--- config.mk ---
export PLATFORM = sky130hd
export DESIGN_NAME = result_frame_tx
export DESIGN_NICKNAME = d
export VERILOG_FILES = /design/src/rtl/result_frame_tx.sv
export SDC_FILE = /design/constraint.sdc
export NUM_CORES = 1
export LEC_CHECK = 0
export BUFFER_PORTS_ARGS = -buffer_cell sky130_fd_sc_hd__buf_2
export CAP_MARGIN = 20
export CORE_MARGIN = 2
export CORE_UTILIZATION = 50
export CTS_CLUSTER_DIAMETER = 40
export DETAILED_ROUTE_END_ITERATION = 7
export GPL_TIMING_DRIVEN = 0
export PLACE_DENSITY = 0.76
export SLEW_MARGIN = 0
export SYNTH_ARGS = -nofsm -noshare
export SYNTH_HDL_FRONTEND = slang
export SYNTH_SLANG_ARGS = --single-unit
--- constraint.sdc ---
create_clock -name clk -period 8.3 [get_ports clk]
set_input_delay 1.245 -clock clk [delete_from_list [all_inputs] [get_ports clk]]
set_output_delay 1.245 -clock clk [all_outputs]
set_load 0.02 [all_outputs]
--- src/rtl/result_frame_tx.sv ---
// ---------------------------------------------------------------------------
// result_frame_tx
//
// Transmit side of the accelerator's 8-bit byte interface. Result pairs
// (channel 0 / channel 1) coming out of the last layer are captured into a
// frame buffer, one pair per conv output position. When N_POS pairs have
// been captured, the frame is streamed out over a valid/ready byte
// handshake as:
//
//   HEADER, LEN = (2*N_POS) mod 256, payload[0 .. 2*N_POS-1], CHECKSUM
//
// The payload order is ch0,ch1 of position 0, then position 1, and so on.
// CHECKSUM is the 8-bit modular sum of the payload bytes only.
// The checksum is accumulated while pairs are captured, so it is ready
// the moment the payload has been sent.
//
// Ports
//   clk         in   1  clock
//   reset       in   1  synchronous, active-high reset (priority over all)
//   ena         in   1  global enable; 0 freezes all state and outputs
//   in_valid    in   1  result pair present this cycle
//   in_data_0   in   8  channel-0 result
//   in_data_1   in   8  channel-1 result
//   tx_ready    in   1  host accepts tx_data this cycle
//   tx_data     out  8  current frame byte
//   tx_valid    out  1  tx_data valid
//   tx_last     out  1  high with the checksum byte
//   busy        out  1  high while a frame is being sent
//   frame_done  out  1  one-cycle pulse after the checksum byte is accepted
//   overrun     out  1  sticky: a pair arrived while a frame was being sent
// ---------------------------------------------------------------------------
module result_frame_tx #(
  parameter int          N_POS  = 36,
  parameter logic [7:0]  HEADER = 8'hA5
) (
  input  logic       clk,
  input  logic       reset,
  input  logic       ena,
  input  logic       in_valid,
  input  logic [7:0] in_data_0,
  input  logic [7:0] in_data_1,
  input  logic       tx_ready,
  output logic [7:0] tx_data,
  output logic       tx_valid,
  output logic       tx_last,
  output logic       busy,
  output logic       frame_done,
  output logic       overrun
);

  localparam int N_BYTES = 2 * N_POS;
  localparam int PTR_W   = (N_POS > 1) ? $clog2(N_POS) : 1;
  localparam int IDX_W   = $clog2(N_BYTES);

  localparam logic [7:0]       LEN_BYTE = 8'(N_BYTES % 256);
  localparam logic [PTR_W-1:0] LAST_PTR = PTR_W'(N_POS - 1);
  localparam logic [PTR_W-1:0] PTR_ONE  = PTR_W'(1);
  localparam logic [IDX_W-1:0] LAST_IDX = IDX_W'(N_BYTES - 1);
  localparam logic [IDX_W-1:0] IDX_ONE  = IDX_W'(1);

  typedef enum logic [2:0] {
    S_COLLECT,
    S_SEND_HDR,
    S_SEND_LEN,
    S_SEND_DATA,
    S_SEND_CSUM
  } state_t;

  // -------------------------------------------------------------------------
  // Registers
  // -------------------------------------------------------------------------
  state_t           r_state;
  logic [PTR_W-1:0] r_wr_ptr;       // next pair position to capture
  logic [IDX_W-1:0] r_rd_idx;       // next payload byte to send
  logic [7:0]       r_csum;         // running payload sum
  logic             r_overrun;
  logic             r_frame_done;
  logic [7:0]       r_buf [N_BYTES];

  // -------------------------------------------------------------------------
  // Combinational signals
  // -------------------------------------------------------------------------
  state_t           w_state_next;
  logic             w_capture;      // pair written into the buffer this cycle
  logic             w_accept;       // byte handshake completes this cycle
  logic             w_csum_accept;  // checksum byte handshake this cycle
  logic             w_data_accept;  // payload byte handshake this cycle
  logic [IDX_W-1:0] w_wr_idx_lo;    // buffer slot for channel 0
  logic [IDX_W-1:0] w_wr_idx_hi;    // buffer slot for channel 1

  // Pair p lands at bytes 2p and 2p+1.
  assign w_wr_idx_lo = IDX_W'({r_wr_ptr, 1'b0});
  assign w_wr_idx_hi = IDX_W'({r_wr_ptr, 1'b1});

  // -------------------------------------------------------------------------
  // State register
  // -------------------------------------------------------------------------
  // NOTE: clocked state uses non-blocking assignments so every register
  // samples the pre-edge values of its neighbours, whatever the block order.
  always_ff @(posedge clk) begin
    if (reset) begin
      r_state <= S_COLLECT;
    end else if (ena) begin
      r_state <= w_state_next;
    end
  end

  // -------------------------------------------------------------------------
  // Next-state and output decode
  // -------------------------------------------------------------------------
  // The byte outputs are decoded from registered state only, so they hold
  // stable for as long as the state holds (tx_ready low or ena low).
  // NOTE: every signal written here gets a default first; a path that left
  // one unassigned would infer a latch.
  always_comb begin
    w_state_next = r_state;
    w_capture    = 1'b0;
    tx_data      = 8'h00;
    tx_valid     = 1'b0;
    tx_last      = 1'b0;
    busy         = 1'b0;

    unique case (r_state)
      S_COLLECT: begin
        w_capture = in_valid;
        if (in_valid && (r_wr_ptr == LAST_PTR)) begin
          w_state_next = S_SEND_HDR;
        end
      end

      S_SEND_HDR: begin
        tx_data  = HEADER;
        tx_valid = 1'b1;
        busy     = 1'b1;
        if (tx_ready) begin
          w_state_next = S_SEND_LEN;
        end
      end

      S_SEND_LEN: begin
        tx_data  = LEN_BYTE;
        tx_valid = 1'b1;
        busy     = 1'b1;
        if (tx_ready) begin
          w_state_next = S_SEND_DATA;
        end
      end

      S_SEND_DATA: begin
        tx_data  = r_buf[r_rd_idx];
        tx_valid = 1'b1;
        busy     = 1'b1;
        if (tx_ready && (r_rd_idx == LAST_IDX)) begin
          w_state_next = S_SEND_CSUM;
        end
      end

      S_SEND_CSUM: begin
        tx_data  = r_csum;
        tx_valid = 1'b1;
        tx_last  = 1'b1;
        busy     = 1'b1;
        if (tx_ready) begin
          w_state_next = S_COLLECT;
        end
      end

      default: begin
        w_state_next = S_COLLECT;
      end
    endcase
  end

  assign w_accept      = tx_valid & tx_ready;
  assign w_data_accept = w_accept & (r_state == S_SEND_DATA);
  assign w_csum_accept = w_accept & (r_state == S_SEND_CSUM);

  // -------------------------------------------------------------------------
  // Datapath: pointers, checksum, status flags
  // -------------------------------------------------------------------------
  always_ff @(posedge clk) begin
    if (reset) begin
      r_wr_ptr     <= '0;
      r_rd_idx     <= '0;
      r_csum       <= '0;
      r_overrun    <= 1'b0;
      r_frame_done <= 1'b0;
    end else if (ena) begin
      r_frame_done <= w_csum_accept;

      // Any pair offered outside COLLECT is dropped, including one that
      // coincides with the checksum handshake.
      if (in_valid && (r_state != S_COLLECT)) begin
        r_overrun <= 1'b1;
      end

      if (w_capture) begin
        r_csum   <= r_csum + in_data_0 + in_data_1;
        r_wr_ptr <= (r_wr_ptr == LAST_PTR) ? '0 : r_wr_ptr + PTR_ONE;
      end

      // Wrap to 0 on the last payload byte so the next frame starts clean.
      if (w_data_accept) begin
        r_rd_idx <= (r_rd_idx == LAST_IDX) ? '0 : r_rd_idx + IDX_ONE;
      end

      // Capture only happens in COLLECT, so this never races the add above.
      if (w_csum_accept) begin
        r_csum <= '0;
      end
    end
  end

  // -------------------------------------------------------------------------
  // Frame buffer
  // -------------------------------------------------------------------------
  // NOTE: the buffer has no reset; every byte is written before it is read,
  // so leaving it out keeps it a plain register file.
  always_ff @(posedge clk) begin
    if (ena && w_capture) begin
      r_buf[w_wr_idx_lo] <= in_data_0;
      r_buf[w_wr_idx_hi] <= in_data_1;
    end
  end

  assign frame_done = r_frame_done;
  assign overrun    = r_overrun;

endmodule
==> flow_summary.json, run 1 <==
{
  "status": "finished clean",
  "drtPass1Iterations": 6,
  "cts_root_buffer": "clkbuf_16",
  "num_rows": 80,
  "syn-cell-area_mm2": 0.02402,
  "rsz0062_at_grt": "no",
  "synth_area_per_cell_um2": 20.87,
  "fillCellCount": 3323,
  "synth_seq_cells": 609,
  "worst_setup_path_start_kind": "register",
  "fp.dieH_um": 223.2,
  "cts.sinks": 609,
  "register_area_mm2": 0.01796,
  "ctsResizeCount": 0,
  "critPathMaxFanout": 10,
  "viasPerCell": 6.383,
  "cts_hold_buffers": 0,
  "layout_commonest_cell": "edfxtp_1",
  "crit_type": "register to output port",
  "grt_pass1_wl_um": 83930,
  "most-common-layout-cells": "edfxtp_1 (576), mux4_2 (154), clkbuf_16 (62)",
  "routabilityCongestion": 1.017,
  "io_pins": 34,
  "io_buffers": 31,
  "cts_buffers": 60,
  "ant_nets": 0,
  "ir_drop_uv": 167.3,
  "cts_tree": "built",
  "wl_met1_um": 21600,
  "multi_input_area_mm2": 0.005660,
  "setup_tns_ns": 0,
  "hp-class": "register to register",
  "post-route-min-period_ns": 5.426,
  "yosysWarnings": 0,
  "cts_max_path_buffers": 3,
  "finalMaxSlewViolations": 0,
  "powerDensity_mw_per_mm2": 229.4,
  "final_nets": 1305,
  "synth_edf_count": 576,
  "leakage_uw": 0.008441,
  "ys.flop_type": "edfxtp_1",
  "routed-via-count": 12350,
  "grt_use_total_pct": 23.59,
  "synth.distinct_cells": 54,
  "synth_nets": 1188,
  "yosysSeqAreaShare_pct": 74.77,
  "fmax_mhz": 184.3,
  "final_core_util_pct": 57.26,
  "h-tree-depth": 2,
  "dp_hpwl_um": 34550,
  "clk_pin_slew_ns": 0.06,
  "core_area_mm2": 0.04755,
  "relSlewSlack_pct": 19.60,
  "cp-end-kind": "output port",
  "post-route-period-util_pct": 65.38,
  "drtIter0Drc": 1678,
  "cp.required_ns": 7.05,
  "post_cts_buffers": 0,
  "async_flop_share_pct": 0,
  "antenna_found_initial": 0,
  "dieArea_mm2": 0.04980,
  "met3_length_um": 5814,
  "power.total_uw": 6246,
  "arrival_ns": 4.18,
  "syn_to_final_growth_pct": 13.36,
  "wl_met2_um": 27760,
  "fin_skew_ns": 0.02462,
  "cap_violations": 0,
  "clk_latency_ns": 0.61,
  "drive_above_1_share_pct": 27.07,
  "initial_utilization_pct": 50.51,
  "worst_pin_slew_ns": 1.176,
  "timing.final.hold_violations": 0,
  "global_route.overflow_total": 0,
  "grt_max_degree": 38,
  "drc": 0,
  "grt_pass1_vias": 12170,
  "dieWidth_um": 223.2,
  "synth_cells": 1151,
  "finalSetupViolCount": 0,
  "wl_per_cell_um": 29.76,
  "finalWirelength_um": 57590,
  "top_layer": "met4"
}
[flip-flops by register name, summed over array words and instances, names as in the netlist, named ones only]
name	flops
r_buf	576
r_csum	8
r_rd_idx	7
r_wr_ptr	6
r_state	3
frame_done	1
overrun	1
[cells in the mapped netlist (all sizes together), types with 2 or more instances]
master | count | area, um2
clkbuf | 24 | 105.1
nor2b | 14 | 87.58
a21oi | 29 | 145.1
o22ai | 6 | 37.54
edfxtp | 576 | 17300
and2 | 4 | 25.02
nor3 | 12 | 60.06
nand3b | 2 | 15.01
fa | 8 | 160.2
a22oi | 6 | 45.04
dfxtp | 33 | 660.6
xor2 | 5 | 43.79
a2111oi | 3 | 26.28
mux4 | 162 | 3679
inv | 12 | 45.04
and3 | 5 | 31.28
mux2i | 20 | 200.2
nor2 | 65 | 244.0
mux2 | 2 | 22.52
nand3 | 17 | 85.08
o21ai | 15 | 75.07
or4 | 2 | 15.01
o22a | 2 | 17.52
or3 | 5 | 31.28
o221ai | 6 | 52.55
or2 | 2 | 12.51
buf | 36 | 287.8
a211oi | 4 | 30.03
nand4 | 6 | 37.54
a221o | 2 | 20.02
xnor2 | 8 | 70.07
nand2 | 31 | 116.4
a31oi | 5 | 31.28
nor4 | 3 | 18.77
ha | 8 | 100.1
[where the power goes]
group | total [uW] | switching [uW] | internal [uW] | leakage, uW
Combinational | 141 | 104 | 36.9 | 0.00202
Sequential | 3380 | 7.43 | 3370 | 0.00545
Clock | 2730 | 1140 | 1580 | 0.000972
[stage by stage]
stage	std cells	hold WS [ns]	setup WS, ns	area [um2]
after floorplan	1151	0.4818	4.853	24020
after global placement	1797	0.4454	3.693	24940
after detailed placement	1821	0.4481	3.700	25220
after CTS	1934	0.4622	3.046	27220
after global routing	1934	0.4907	2.842	27220
final	1935	0.4585	2.874	27220
[metal layers]
| metal | vias to the layer above | track usage (%) |
|---|---|---|
| met3 | 138 | 5.321 |
| met4 | 0 | 9.418 |
| li1 | 5008 | - |
| met2 | 779 | 37.41 |
| met1 | 6426 | 32.18 |
| met5 | - | 0 |
[kinds of logic after synthesis]
group	share of synthesized area [%]
xor gates and xnor gates	0.4741
and+or+nand+nor	3.350
AOI/OAI and AO/OA	2.240
adders and majority gates	1.084
DFF	74.77
muxes	16.24
buffers and inverters	1.839
[area by class of cell]
cell class / count / share of cell area (%)
Multi-Input combinational cell: 469 / 20.79
Sequential cell: 609 / 65.96
Inverter: 13 / 0.1792
Buffer: 60 / 1.443
Tap cell: 615 / 2.826
Timing Repair Buffer: 55 / 1.438
Clock inverter: 34 / 1.347
Antenna cell: 1 / 0.009192
Clock buffer: 79 / 6.007
[worst paths after layout]
check / start / to / slack [ns] / cells past startpoint
max: register / tx_data[4] / 2.87 / 8
min: overrun / overrun / 0.46 / 1
max reg2reg: r_state[1] / r_buf[24][6] / 4.94 / 7
min reg2reg: overrun / overrun / 0.46 / 1
[critical path, cell delays in order (launching register included)]
cell	delay, ns
dfxtp_1	0.32
buf_6	0.19
clkbuf_1	0.81
clkbuf_1	0.87
mux2i_1	0.41
nor2_1	0.07
a21oi_1	0.35
nand3_1	0.30
buf_2	0.25
Note: power is estimated with default switching activity, not from simulation.
==> inputs of run 2 (changes only) <==
--- a/config.mk
+++ b/config.mk
@@ -12,7 +12,7 @@
 export CTS_CLUSTER_DIAMETER = 40
 export DETAILED_ROUTE_END_ITERATION = 7
 export GPL_TIMING_DRIVEN = 0
-export PLACE_DENSITY = 0.76
+export PLACE_DENSITY = 0.78
 export SLEW_MARGIN = 0
 export SYNTH_ARGS = -nofsm -noshare
 export SYNTH_HDL_FRONTEND = slang
==> constraint.sdc (replaced) <==
create_clock -name clk -period 4.5 [get_ports clk]
set_input_delay 0.675 -clock clk [delete_from_list [all_inputs] [get_ports clk]]
set_output_delay 0.675 -clock clk [all_outputs]
set_load 0.02 [all_outputs]
==> run 2 against run 1 <==
Net effect:
- global-route usage rose by 0.068 points
- routed wire length rose by 0.18%
- critical path type unchanged
- the flow now finishes with violations (setup timing)
- non-clock buffer count did not move
- core utilization fell by 0.12 points
- setup slack got worse by 2.9 ns
- design area fell by 0.21%
- via count rose by 1.1%
- count of clock-buffer cells in the layout fell by 14
==> flow_summary.json, run 2 (same netlist as run 1, synthesis figures left out) <==
{
  "cp-end-kind": "output port",
  "worst_setup_path_start_kind": "register",
  "p_switching_uw": 2342,
  "rsz0062_at_grt": "no",
  "wl_per_cell_um": 29.84,
  "cts_root_buffer": "clkbuf_16",
  "cap_violations": 0,
  "ir_drop_uv": 297.4,
  "p_seq_share_pct": 54.6,
  "grt_max_degree": 38,
  "fin_skew_ns": 0.02427,
  "syn_to_final_growth_pct": 13.12,
  "dieArea_mm2": 0.04980,
  "critPathMaxFanout": 10,
  "critical_path.top_delay_family": "multiplexers",
  "powerDensity_mw_per_mm2": 419.9,
  "num_rows": 80,
  "largest_reg_flops": 576,
  "cts.sinks": 609,
  "finalSetupViolCount": 2,
  "critPathBufInv": 3,
  "drive_above_1_share_pct": 27.64,
  "viasPerCell": 6.457,
  "clk_pin_slew_ns": 0.06,
  "timing.final.hold_violations": 0,
  "fp.dieH_um": 223.2,
  "cts_max_path_buffers": 3,
  "io_buffers": 31,
  "h-tree-depth": 2,
  "grt_pass1_wl_um": 84340,
  "fmax_mhz": 220.6,
  "worstPathCellList": "buf_6, buf_1, mux4_2, mux4_2, mux2i_1, o221ai_1, buf_2",
  "dieWidth_um": 223.2,
  "hp-class": "input pin to register",
  "switching_share_pct": 20.53,
  "cts_buffers": 59,
  "post-route-period-util_pct": 100.7,
  "whs_ns": 0.3599,
  "status": "complete, but fails checks",
  "global_route.overflow_total": 0,
  "post_cts_buffers": 0,
  "clockPowerShare_pct": 43.1,
  "grt_pass1_vias": 12340,
  "io_pins": 34,
  "most-common-layout-cells": "edfxtp_1 (576), mux4_2 (154), clkbuf_16 (59)",
  "violations": "setup timing",
  "routabilityCongestion": 0.9787,
  "leakage_uw": 0.008441,
  "relSlewSlack_pct": 27.16,
  "slowest_stage": "buf_1",
  "fin_ws_ns": -0.03276,
  "cp.required_ns": 3.83,
  "crit_path_frequent_cell": "mux4_2",
  "final_nets": 1304,
  "layout_commonest_cell": "edfxtp_1",
  "drc": 0,
  "drtPass1Iterations": 8,
  "arrival_ns": 3.86,
  "dp_hpwl_um": 34840,
  "post-route-min-period_ns": 4.533,
  "ant_nets": 0,
  "reg_top3": "r_buf: 576 flops, r_csum: 8 flops, r_rd_idx: 7 flops",
  "grt_use_total_pct": 23.66,
  "regMostFlops": "r_buf",
  "clk_latency_ns": 0.62,
  "initial_utilization_pct": 50.51,
  "antenna_found_initial": 0,
  "finalWirelength_um": 57690,
  "slowest_delay_ns": 0.68,
  "core_area_mm2": 0.04755,
  "drtIter0Drc": 1704,
  "combPwrFrac_pct": 2.3,
  "worst_pin_slew_ns": 1.093,
  "cts_hold_buffers": 0,
  "routed-via-count": 12480,
  "crit_type": "register to output port",
  "cts_tree": "built",
  "internal-power_uw": 9066,
  "dp_slack_ns": 0.4559,
  "finalMaxSlewViolations": 0
}
==> run 2: cell types whose count changed in the layout (fill, tap and decap cells not counted), moves of 3 or more <==
cell       change
nor2_1         +3
buf_2          +3
clkbuf_16      -3
clkbuf_2       +3
clkbuf_1      -13
nor2_2         -3
clkinv_2       +3
clkinv_1       +5
==> run 2: what timing repair did <==
action                     4_1_cts  5_1_grt
pin swaps                        0        0
resized for setup                7       12
setup endpoints to repair        5        6
==> run 2: metal layers <==
metal / share of wire, % / up-vias / global-route usage [%]
met5: 0 / - / 0
met4: 3.8 / 0 / 9.483
met3: 9.7 / 131 / 4.412
met2: 49 / 838 / 37.90
met1: 37 / 6504 / 32.55
li1: - / 5008 / -
==> run 2: final cells by class <==
type	count	area, um2
fillers	3312	20380
flip-flops and latches	609	17960
multi-input cells	469	5664
clock buffers	65	1499
well taps	615	769.5
clock inverters	46	439.2
plain buffers	60	404.1
repair buffers	55	384.1
inverters	13	48.80
diodes	1	2.502
==> run 2: through the flow <==
stage | total power (uW) | util [%] | setup TNS, ns | cell area [um2] | instances
6_report | 11410 | 57.14 | -0.03661 | 27170 | 1933
5_1_grt | 11700 | 57.14 | 0 | 27170 | 1932
4_1_cts | 11450 | 57.13 | 0 | 27160 | 1932
3_5_place_dp | 6610 | 53.01 | 0 | 25210 | 1821
3_3_place_gp | 6597 | 52.46 | 0 | 24940 | 1797
2_1_floorplan | 6455 | - | 0 | 24020 | 1151
==> run 2: final timing paths <==
| check | depth (start not counted) | slack, ns | endpoint | from |
|---|---|---|---|---|
| min | 3 | 0.36 | frame_done | tx_ready |
| max reg2reg | 7 | 1.06 | r_buf[13][7] | r_state[1] |
| max | 7 | -0.03 | tx_data[5] | register |
| min reg2reg | 2 | 0.47 | frame_done | frame_done |
==> run 2: worst reg2reg max path, cell delays in order, from the launching register on <==
cell and delay (ns):
dfxtp_1 0.35, nor3_1 0.35, and3_1 0.21, clkbuf_1 0.27
clkbuf_1 0.47, nand3_1 0.40, nor2_1 0.84, buf_6 0.25
==> run 2: power by group through the flow <==
stage / logic [uW] / registers, uW / clock network (uW)
after global routing: 284 / 6230 / 5180
after global placement: 245 / 6350 / 0
after CTS: 257 / 6230 / 4960
final: 258 / 6230 / 4920
after floorplan: 107 / 6350 / 0
after detailed placement: 257 / 6350 / 0
==> inputs of run 3 (changes only) <==
--- a/config.mk
+++ b/config.mk
@@ -5,14 +5,14 @@
 export SDC_FILE = /design/constraint.sdc
 export NUM_CORES = 1
 export LEC_CHECK = 0
-export BUFFER_PORTS_ARGS = -buffer_cell sky130_fd_sc_hd__buf_2
 export CAP_MARGIN = 20
 export CORE_MARGIN = 2
-export CORE_UTILIZATION = 50
+export CORE_UTILIZATION = 62
 export CTS_CLUSTER_DIAMETER = 40
 export DETAILED_ROUTE_END_ITERATION = 7
+export DONT_BUFFER_PORTS = 1
 export GPL_TIMING_DRIVEN = 0
-export PLACE_DENSITY = 0.78
+export PLACE_DENSITY = 0.88
 export SLEW_MARGIN = 0
 export SYNTH_ARGS = -nofsm -noshare
 export SYNTH_HDL_FRONTEND = slang
==> constraint.sdc (replaced) <==
create_clock -name clk -period 4.9 [get_ports clk]
set_input_delay 0.735 -clock clk [delete_from_list [all_inputs] [get_ports clk]]
set_output_delay 0.735 -clock clk [all_outputs]
set_load 0.02 [all_outputs]
==> run 3 against run 2 <==
Net effect:
- the run still ends with setup timing left
- sequential share of layout area grew 0.77 points
- power shrank 9.6%
- core utilization grew 13 points
- combinational power decreased by 47%
- global-route usage up 8.1 points
- sequential power is 8.2% lower
==> flow_summary.json, run 3 (same netlist as run 1, synthesis figures left out) <==
{
  "status": "complete, but fails checks",
  "violations": "setup timing",
  "dp_cells": 1695,
  "layout_commonest_cell": "edfxtp_1",
  "clockPowerShare_pct": 43.2,
  "stdcell_count": 1807,
  "hold_end": "r_buf[47][0]",
  "core_area_mm2": 0.03847,
  "combPwrFrac_pct": 1.3,
  "dieWidth_um": 200.8,
  "io_pins": 34,
  "worstReg2RegEnd": "r_buf[45][5]",
  "global_route.overflow_total": 0,
  "grt_pass1_wl_um": 90640,
  "drive_above_1_share_pct": 25.21,
  "leakage_uw": 0.008246,
  "h-tree-depth": 2,
  "power.total_uw": 10310,
  "cts_tree": "built",
  "post-route-period-util_pct": 101.3,
  "io_buffers": 0,
  "worst-path-stages": 5,
  "antenna_found_initial": 1,
  "fp.dieH_um": 200.8,
  "fin_ws_ns": -0.06408,
  "design_area_mm2": 0.02686,
  "reg2reg_slack_ns": 1.39,
  "drc": 0,
  "arrival_ns": 4.23,
  "regMostFlops": "r_buf",
  "rr_startpoint": "r_state[1]",
  "final_nets": 1275,
  "switching_share_pct": 20.38,
  "drtPass1Iterations": 6,
  "setup_tns_ns": -0.1106,
  "clk_pin_slew_ns": 0.07,
  "critPathBufInv": 3,
  "fmax_mhz": 201.4,
  "timing.final.hold_violations": 0,
  "drtIter0Drc": 2270,
  "hp-class": "input pin to register",
  "post-route-min-period_ns": 4.964,
  "crit_path_frequent_cell": "clkbuf_1",
  "cap_violations": 0,
  "dp_slack_ns": 0.9784,
  "critPathMaxFanout": 10,
  "fin_skew_ns": 0.02742,
  "dieArea_mm2": 0.04033,
  "viasPerCell": 7.225,
  "routabilityCongestion": 0.9798,
  "critical_path.top_delay_family": "buffers and inverters",
  "finalMaxSlewViolations": 0,
  "p_switching_uw": 2101,
  "grt_use_total_pct": 31.79,
  "most-common-layout-cells": "edfxtp_1 (576), mux4_2 (154), clkbuf_16 (59)",
  "clk_latency_ns": 0.61,
  "place_area_mm2": 0.02494,
  "worst_setup_path_start_kind": "register",
  "num_rows": 72,
  "hold_path_depth": 0,
  "cp.required_ns": 4.16,
  "worst_pin_slew_ns": 1.224,
  "reg_top3": "r_buf: 576 flops, r_csum: 8 flops, r_rd_idx: 7 flops",
  "slowest_delay_ns": 0.92,
  "largest_reg_flops": 576,
  "grt_max_degree": 38,
  "routed-via-count": 13060,
  "r2r_cells": 7,
  "slowest_stage": "clkbuf_1",
  "grt_pass1_vias": 13140,
  "syn_to_final_growth_pct": 11.82,
  "cts.sinks": 609,
  "cts_root_buffer": "clkbuf_16",
  "worstPathCellList": "buf_6, clkbuf_1, clkbuf_1, mux2i_1, o221ai_1",
  "post_cts_buffers": 0,
  "min_from": "in_data_1[0]",
  "ir_drop_uv": 276.3,
  "crit_type": "register to output port",
  "wl_per_cell_um": 34.64,
  "internal-power_uw": 8209,
  "cts_hold_buffers": 0,
  "powerDensity_mw_per_mm2": 383.9,
  "finalSetupViolCount": 2,
  "rsz0062_at_grt": "no",
  "p_seq_share_pct": 55.5,
  "cts_buffers": 59,
  "cp-end-kind": "output port",
  "dp_hpwl_um": 35350,
  "cts_max_path_buffers": 3,
  "finalWirelength_um": 62600,
  "diodes": 0,
  "initial_utilization_pct": 62.43,
  "relSlewSlack_pct": 16.30,
  "ant_nets": 0
}
[run 3: cell count changes in the layout (fill, tap and decap cells not counted), sizes merged]
cell / before / now
clkinv: 26 / 25
clkbuf: 88 / 93
diode: 1 / 0
clkinvlp: 4 / 9
clkdlybuf4s15: 0 / 1
bufinv: 6 / 3
inv: 23 / 19
buf: 92 / 61
[run 3: repair_timing]
action                                  in CTS  in global routing
endpoints found under the setup margin       0                  1
gates resized for setup                      0                  2
hold endpoints to repair                     0                  0
[run 3: per-stage QoR]
stage	hold WS, ns	util (%)
after floorplan	0.4818	-
after global placement	0.5086	64.12
after detailed placement	0.5269	64.83
after CTS	0.2041	69.79
after global routing	0.2065	69.82
final	0.2184	69.82
[run 3: per-layer routing]
metal	global-route usage [%]	wire length [um]	vias to the layer above	share of wire (%)
li1	-	-	4949	-
met1	41.62	20790	6567	33
met2	50.26	29770	1266	48
met3	9.123	8447	274	13
met4	14.89	3588	0	5.7
met5	0	0	-	0
[run 3: cell type report]
class | count | area [um2]
Sequential cell | 609 | 17960
Inverter | 13 | 48.80
Fill cell | 2090 | 11610
Buffer | 60 | 399.1
Clock buffer | 69 | 1544
Multi-Input combinational cell | 469 | 5648
Timing Repair Buffer | 26 | 247.7
Tap cell | 518 | 648.1
Clock inverter | 43 | 362.8
[run 3: power by group through the flow]
stage / clock (uW) / combinational, uW / sequential [uW]
floorplan: 0 / 98.3 / 5830
global placement: 0 / 121 / 5830
detailed placement: 0 / 126 / 5830
CTS: 4460 / 134 / 5720
global route: 4630 / 153 / 5720
finish: 4450 / 138 / 5720
[run 3: worst max path at each step]
stage	startpoint	slack [ns]	endpoint
5_1_grt	register	0.02	tx_data[7]
2_1_floorplan	in_data_0[1]	1.96	r_csum[7]
6_report	register	-0.06	tx_data[5]
4_1_cts	register	0.24	tx_data[0]
3_3_place_gp	register	1.00	tx_data[3]
3_5_place_dp	register	0.98	tx_data[3]
